## src/rtl/led_shift_sequencer.sv

```systemverilog
// Command-driven 8-LED rotating pattern sequencer with its own shift timebase.
// Commands arrive over valid/ready; runs end by step count, STOP, or never.
module led_shift_sequencer #(
  parameter int unsigned CLK_FREQ       = 25_000_000,
  parameter int unsigned DEFAULT_PERIOD = CLK_FREQ / 4,
  parameter logic [7:0]  INIT_PATTERN   = 8'h1F
) (
  input  logic        clk,
  input  logic        rst,
  input  logic        cmd_valid,
  output logic        cmd_ready,
  input  logic [1:0]  cmd_op,
  input  logic [31:0] cmd_data,
  output logic [7:0]  leds,
  output logic        busy,
  output logic        done,
  output logic        cmd_err
);

  typedef enum logic [1:0] {
    S_IDLE,
    S_RUN,
    S_DONE
  } state_t;

  localparam logic [1:0] OP_LOAD       = 2'd0;
  localparam logic [1:0] OP_SET_PERIOD = 2'd1;
  localparam logic [1:0] OP_RUN        = 2'd2;
  localparam logic [1:0] OP_STOP       = 2'd3;

  // A zero period would never let the tick counter match, so clamp to 1.
  localparam logic [31:0] RESET_PERIOD = (DEFAULT_PERIOD == 0) ? 32'd1 : 32'(DEFAULT_PERIOD);

  state_t      state, state_nxt;
  logic [31:0] period;
  logic [31:0] tick_cnt;
  logic [7:0]  step_cnt;
  logic [7:0]  steps_target;
  logic        dir;
  logic        accept;
  logic        tick_wrap;
  logic [7:0]  step_nxt;
  logic        err_nxt;

  function automatic logic [7:0] rotate(input logic [7:0] pat, input logic right);
    return right ? {pat[0], pat[7:1]} : {pat[6:0], pat[7]};
  endfunction

  assign cmd_ready = (state != S_DONE);
  assign accept    = cmd_valid & (state != S_DONE);
  assign tick_wrap = (tick_cnt == period - 32'd1);
  assign step_nxt  = step_cnt + 8'd1;

  always_ff @(posedge clk) begin
    if (rst) state <= S_IDLE;
    else     state <= state_nxt;
  end

  always_comb begin
    state_nxt = state;
    busy      = 1'b0;
    done      = 1'b0;
    err_nxt   = 1'b0;
    case (state)
      S_IDLE: begin
        if (accept && cmd_op == OP_RUN) state_nxt = S_RUN;
      end
      S_RUN: begin
        busy = 1'b1;
        if (accept && cmd_op != OP_STOP) err_nxt = 1'b1;
        if (accept && cmd_op == OP_STOP) state_nxt = S_DONE;
        if (tick_wrap && steps_target != 8'd0 && step_nxt == steps_target) state_nxt = S_DONE;
      end
      S_DONE: begin
        done      = 1'b1;
        state_nxt = S_IDLE;
      end
      default: state_nxt = S_IDLE;
    endcase
  end

  // Datapath: configuration latches in IDLE, pattern rotation in RUN.
  always_ff @(posedge clk) begin
    if (rst) begin
      leds         <= INIT_PATTERN;
      period       <= RESET_PERIOD;
      tick_cnt     <= 32'd0;
      step_cnt     <= 8'd0;
      steps_target <= 8'd0;
      dir          <= 1'b0;
      cmd_err      <= 1'b0;
    end else begin
      cmd_err <= err_nxt;
      case (state)
        S_IDLE: begin
          if (accept) begin
            case (cmd_op)
              OP_LOAD:       leds <= cmd_data[7:0];
              OP_SET_PERIOD: period <= (cmd_data == 32'd0) ? 32'd1 : cmd_data;
              OP_RUN: begin
                dir          <= cmd_data[0];
                steps_target <= cmd_data[15:8];
                tick_cnt     <= 32'd0;
                step_cnt     <= 8'd0;
              end
              default: ;
            endcase
          end
        end
        S_RUN: begin
          if (tick_wrap) begin
            leds     <= rotate(leds, dir);
            tick_cnt <= 32'd0;
            step_cnt <= step_nxt;
          end else begin
            tick_cnt <= tick_cnt + 32'd1;
          end
        end
        default: ;
      endcase
    end
  end

endmodule

```

## config.mk

```make
export PLATFORM = sky130hd
export DESIGN_NAME = led_shift_sequencer
export DESIGN_NICKNAME = d
export VERILOG_FILES = /design/src/rtl/led_shift_sequencer.sv
export SDC_FILE = /design/constraint.sdc
export NUM_CORES = 1
export LEC_CHECK = 0
export CELL_PAD_IN_SITES_DETAIL_PLACEMENT = 2
export CELL_PAD_IN_SITES_GLOBAL_PLACEMENT = 2
export CORE_MARGIN = 5
export CORE_UTILIZATION = 37
export CTS_CLUSTER_DIAMETER = 30
export DETAILED_ROUTE_END_ITERATION = 12
export HOLD_SLACK_MARGIN = 0.03
export PLACE_DENSITY_LB_ADDON = 0.05
export SLEW_MARGIN = 15
export SYNTH_ARGS = -nofsm -noshare
export SYNTH_HDL_FRONTEND = slang
export SYNTH_SLANG_ARGS = --single-unit
```

## constraint.sdc

```tcl
create_clock -name clk -period 7.6 [get_ports clk]
set_clock_uncertainty 0.2 [all_clocks]
set_input_delay 1.52 -clock clk [delete_from_list [all_inputs] [get_ports clk]]
set_output_delay 1.52 -clock clk [all_outputs]
set_load 0.01 [all_outputs]
```

# [Word level (Yosys, flattened, before mapping)]
# Cells that the tools add are included.
[classes] add_sub_neg=3 muxes=21 n_eq_ne=15 bitwise_logic=2 n_reduce_logical=17
[ops] operator="two-way mux 32 bit" count=4
[ops] operator="one-hot mux 32 bit (2 select lines)" count=1
[ops] operator="two-way mux 8 bit" count=7
[ops] operator="adder 32 x 1 -> 32 bit (second input constant)" count=1
[ops] operator="== test 32 bit" count=1
[ops] operator="zero test 32 bit" count=1
[ops] operator="one-hot mux 8 bit (2 select lines)" count=2
[ops] operator="subtractor 32 x 1 -> 32 bit (second input constant)" count=1
[ops] operator="inequality test 2 bit (second input constant)" count=6
[ops] operator="AND reduction 3 bit" count=3
[ops] operator="adder 8 x 1 -> 8 bit (second input constant)" count=1
[ops] operator="== test 8 bit" count=1
[ops] operator="AND reduction 4 bit" count=2
[ops] operator="nonzero test 8 bit" count=1
[ops] operator="== test 2 bit (second input constant)" count=3
[ops] operator="two-way mux 2 bit" count=3
[ops] operator="logical AND 1 bit" count=5
[ops] operator="== test 2 x 1 -> 1 bit (second input constant)" count=2
[ops] operator="zero test 2 bit" count=2
[ops] operator="one-hot mux 2 bit (2 select lines)" count=1
[ops] operator="two-way mux 1 bit" count=3
[ops] operator="inequality test 3 bit (second input constant)" count=1
[ops] operator="inequality test 2 x 1 -> 1 bit (second input constant)" count=1
[ops] operator="AND reduction 2 bit" count=1
[ops] operator="4 further kinds" count=4
[word_totals] out_inout_bits=12 inputBits=37 elab_cells=66 reg_bits=92

# [Logic depth before layout (Yosys ltp)]
[logic_depth] word_depth=6 depth_mapped=14 depth_no_buf=11

# [Worst setup path before layout]
# Ideal clock, no wire load.
[synth_path] kind="input port to flip-flop" startpoint="input cmd_op[0]" endpoint="register tick_cnt[31]" t_arrival_ns=3.381 required_ns=7.285 setup_ns=0.115 path_slack_ns=3.904 n_path_buf=0 path_stages=9 cell_sequence="and3b_1 -> o2111ai_1 -> nor3_1 -> and3_1 -> and4_1 -> nand4_1 -> nor3_1 -> xnor2_1 -> nor2_1"
[synth_via] elab_chain_len=3
[synth_lines] item="start: declaration" line_no="12" source="input logic [1:0] cmd_op,"
[synth_lines] item="== test 2 bit" line_no="97" source="case (cmd_op)"
[synth_lines] item="inequality test 2 bit (no line)"
[synth_lines] item="AND reduction 3 bit (no line)"
[synth_lines] item="end signal: assignment" line_no="116" source="tick_cnt <= tick_cnt + 32'd1;"
[synth_lines] item="end: declaration" line_no="36" source="logic [31:0] tick_cnt;"
# Every way passes these cells.
# A chain may end at the register's enable or synchronous reset.

# [Final worst setup path]
[layout_path] startpoint="register period[0]" endpoint="register tick_cnt[16]"
[layout_via] elab_chain_len=4
[layout_lines] item="start: declaration" line_no="35" source="logic [31:0] period;"
[layout_lines] item="start signal: assignment" line_no="99" source="OP_SET_PERIOD: period <= (cmd_data == 32'd0) ? 32'd1 : cmd_data;"
[layout_lines] item="subtractor 32 x 1 -> 32 bit" line_no="51" source="assign tick_wrap = (tick_cnt == period - 32'd1);"
[layout_lines] item="== test 32 bit" line_no="51"
[layout_lines] item="two-way mux 32 bit" line_no="111" source="if (tick_wrap) begin"
[layout_lines] item="one-hot mux 32 bit (2 select lines)" line_no="94" source="case (state)"
# Every way passes these cells.

==> flow_summary.yaml <==
place:
  dpl.cell_count: 887
  hpwl_um: 14240
  place.gp.congestion: 0.9271
  port_buffers: 48
  post-place-ws_ns: 2.601
critical_path:
  slowest_stage: "nand4_1"
  r2r-start: "period[0]"
  critPathBufInv: 2
  crit_path_start_kind: "flop"
  endpoint_kind: "flop"
  arrival_ns: 4.98
  slowest_delay_ns: 0.66
  worstReg2RegEnd: "tick_cnt[16]"
  cp_top_family: "simple AND/OR/NAND/NOR gates"
  cp_data_required_time_ns: 7.64
  crit_chain: "inv_1, ha_1, or4b_1, nor4_1, and4_1, o221ai_1, a2111oi_2, nand4_1, o21ai_1, a21o_1, buf_16, nor2_1"
  path_max_fanout: 22
  critPathKind: "reg2reg"
  rrSetupSlack_ns: 2.65
  r2r_cells: 12
floorplanning:
  dieArea_um2: 17030
  die_h_um: 130.5
  dieWidth_um: 130.5
  num_io_pins: 49
  design.core.area_um2: 14370
  row_count: 44
  start_util_pct: 37.39
cts:
  cts-htree-levels: 3
  cts_tree: "built"
  cts.clk_slew.worst_paths_ns: 0.07
  cts_setup_buffers: 0
  cts_buffer_depth: 2
  clock_latency_ns: 0.35
  numClockSinks: 92
  cts_resized: 0
  hold_buffers: 0
  tritoncts.num_buffers: 9
  cts-root-buf: "clkbuf_16"
drt:
  first_pass_iters: 4
  routed_via_density: 5.705
  wl_per_cell_um: 20.52
  vias: 5146
  drt_wl_total_um: 18510
  drtAntennaViolNets: 0
  drc: 0
  drt_iter0_drc: 144
min_path:
  worstHoldEndpoint: "period[31]"
  holdPathStages: 2
  worst_hold_startpoint: "period[31]"
  min_path_type: "reg2reg"
synthesis:
  seq_area_frac_synth_pct: 34.28
  avgSynthCellArea_um2: 7.866
  synth_commonest_cells: "nand2_1 (103), dfxtp_1 (92), nor2_1 (79), xor2_1 (45), xnor2_1 (37)"
  ys_warn_count: 0
  syn_area_um2: 5373
  synth_nets: 723
  ys_types: 61
  syn_inst: 683
  synth_edf_count: 0
  yosys-top-cells-area: "dfxtp_1 (34%), xor2_1 (7.3%), nand2_1 (7.2%)"
  ys.flop_type: "dfxtp_1"
  async_flop_share_pct: 0
  yosys.area.top_type: "dfxtp_1"
  ys_seq_elements: 92
  post-synth-top-count-cell: "nand2_1"
  yosys.area.top_type_share_pct: 34.28
timing:
  fin_tns_setup_ns: 0
  fmax_ghz: 0.2021
  period_needed_ns: 4.947
  worstMarginPinSlew_ns: 1.018
  rsz0062_at_grt: "no"
  period_share_pct: 65.10
  finalWorstSetupSlack_ns: 2.653
  slew_headroom_pct: 31.91
  hold_violations: 0
  slew_violations: 0
  final-setup-viol-count: 0
pwr:
  finalPower_mw: 1.250
  p_per_area_nw_per_um2: 198.8
  p_leak_nw: 2.227
  ir_drop_v: 0.0001659
layout:
  area_growth_pct: 17.05
  layout-drive-gt1-share_pct: 4.318
  n_antenna_cell: 0
  stdcell_count: 902
  final_util_pct: 43.77
  num-nets-final: 754
global_routing:
  grt_pass1_wl_um: 30280
  antenna_found_initial: 0
  gr-usage-all-layers_pct: 22.54
  grt_pass1_vias: 5630
  overflow: 0
  grt_max_degree: 34
run:
  cap_violations: 0
outcome:
  status: "finished, final reports clean"
==> worst reg2reg max path: cells and delay by family (launching register included) <==
family | cells | cell delay, ns
AOI/OAI and AO/OA | 4 | 1.54
DFF | 1 | 0.35
adders and majority gates | 1 | 0.22
buffers and inverters | 2 | 0.34
and+or+nand+nor | 5 | 2.18
==> layout by cell type (no fill, tap or decap), types with 16 or more instances in the layout <==
| cell | count |
|---|---|
| a21oi_1 | 34 |
| clkdlybuf4s50_1 | 48 |
| dfxtp_1 | 92 |
| inv_1 | 16 |
| mux2i_1 | 21 |
| nand2_1 | 103 |
| nand3_1 | 30 |
| nor2_1 | 79 |
| nor3_1 | 22 |
| nor4_1 | 16 |
| o21ai_0 | 23 |
| xnor2_1 | 37 |
| xor2_1 | 45 |
==> sequential cells by signal, summed over array words and instances, names as in the netlist <==
name	flops
steps_target	8
dir	1
leds	8
tick_cnt	32
period	32
state	2
step_cnt	8
cmd_err	1
==> worst max path at each step <==
stage	slack, ns	endpoint	startpoint	cells past startpoint
after floorplan	3.90	tick_cnt[31]	cmd_op[0]	9
after global placement	2.62	tick_cnt[31]	cmd_op[1]	10
after detailed placement	2.60	tick_cnt[31]	cmd_op[1]	10
after CTS	2.67	tick_cnt[19]	period[0]	12
after global routing	2.24	tick_cnt[14]	period[0]	12
final	2.65	tick_cnt[16]	period[0]	12
==> cell type report <==
| class | count | area, um2 |
|---|---|---|
| fillers | 1630 | 8080 |
| repair buffers | 51 | 523.0 |
| clock inverters | 4 | 73.82 |
| multi-input cells | 543 | 3323 |
| inverters | 17 | 63.81 |
| clock buffers | 11 | 232.7 |
| well taps | 184 | 230.2 |
| flip-flops and latches | 92 | 1842 |
==> per-layer routing <==
metal	global-route usage [%]	part of all wire (%)	vias up
met4	5.626	1.7	0
met5	0	0	-
met2	41.16	52	68
met3	4.309	2.3	23
li1	-	-	2464
met1	27.15	44	2591
==> logic make-up (layout without fill, tap and decap cells) <==
logic type | count (synthesis) | count (layout) | share of synthesized area, %
adders and majority gates | 3 | 3 | 0.6987
and+or+nand+nor | 321 | 321 | 29.04
AOI/OAI and AO/OA | 116 | 116 | 14.70
muxes | 21 | 21 | 3.912
DFF | 92 | 92 | 34.28
xor gates and xnor gates | 82 | 82 | 13.37
buffers and inverters | 48 | 83 | 4.005
==> stage by stage <==
| stage | hold WS (ns) | cell area, um2 |
|---|---|---|
| after global placement | 0.2648 | 5953 |
| after floorplan | 0.2496 | 5373 |
| after CTS | 0.2778 | 6287 |
| after global routing | 0.2972 | 6289 |
| after detailed placement | 0.2694 | 5981 |
| final | 0.2719 | 6289 |
==> power breakdown <==
part	internal (mW)	switching (mW)	leakage [nW]
registers	0.506	0.0414	0.747
clock network	0.288	0.200	0.150
logic	0.0966	0.118	1.33
Power figures use the tool's default switching activity.
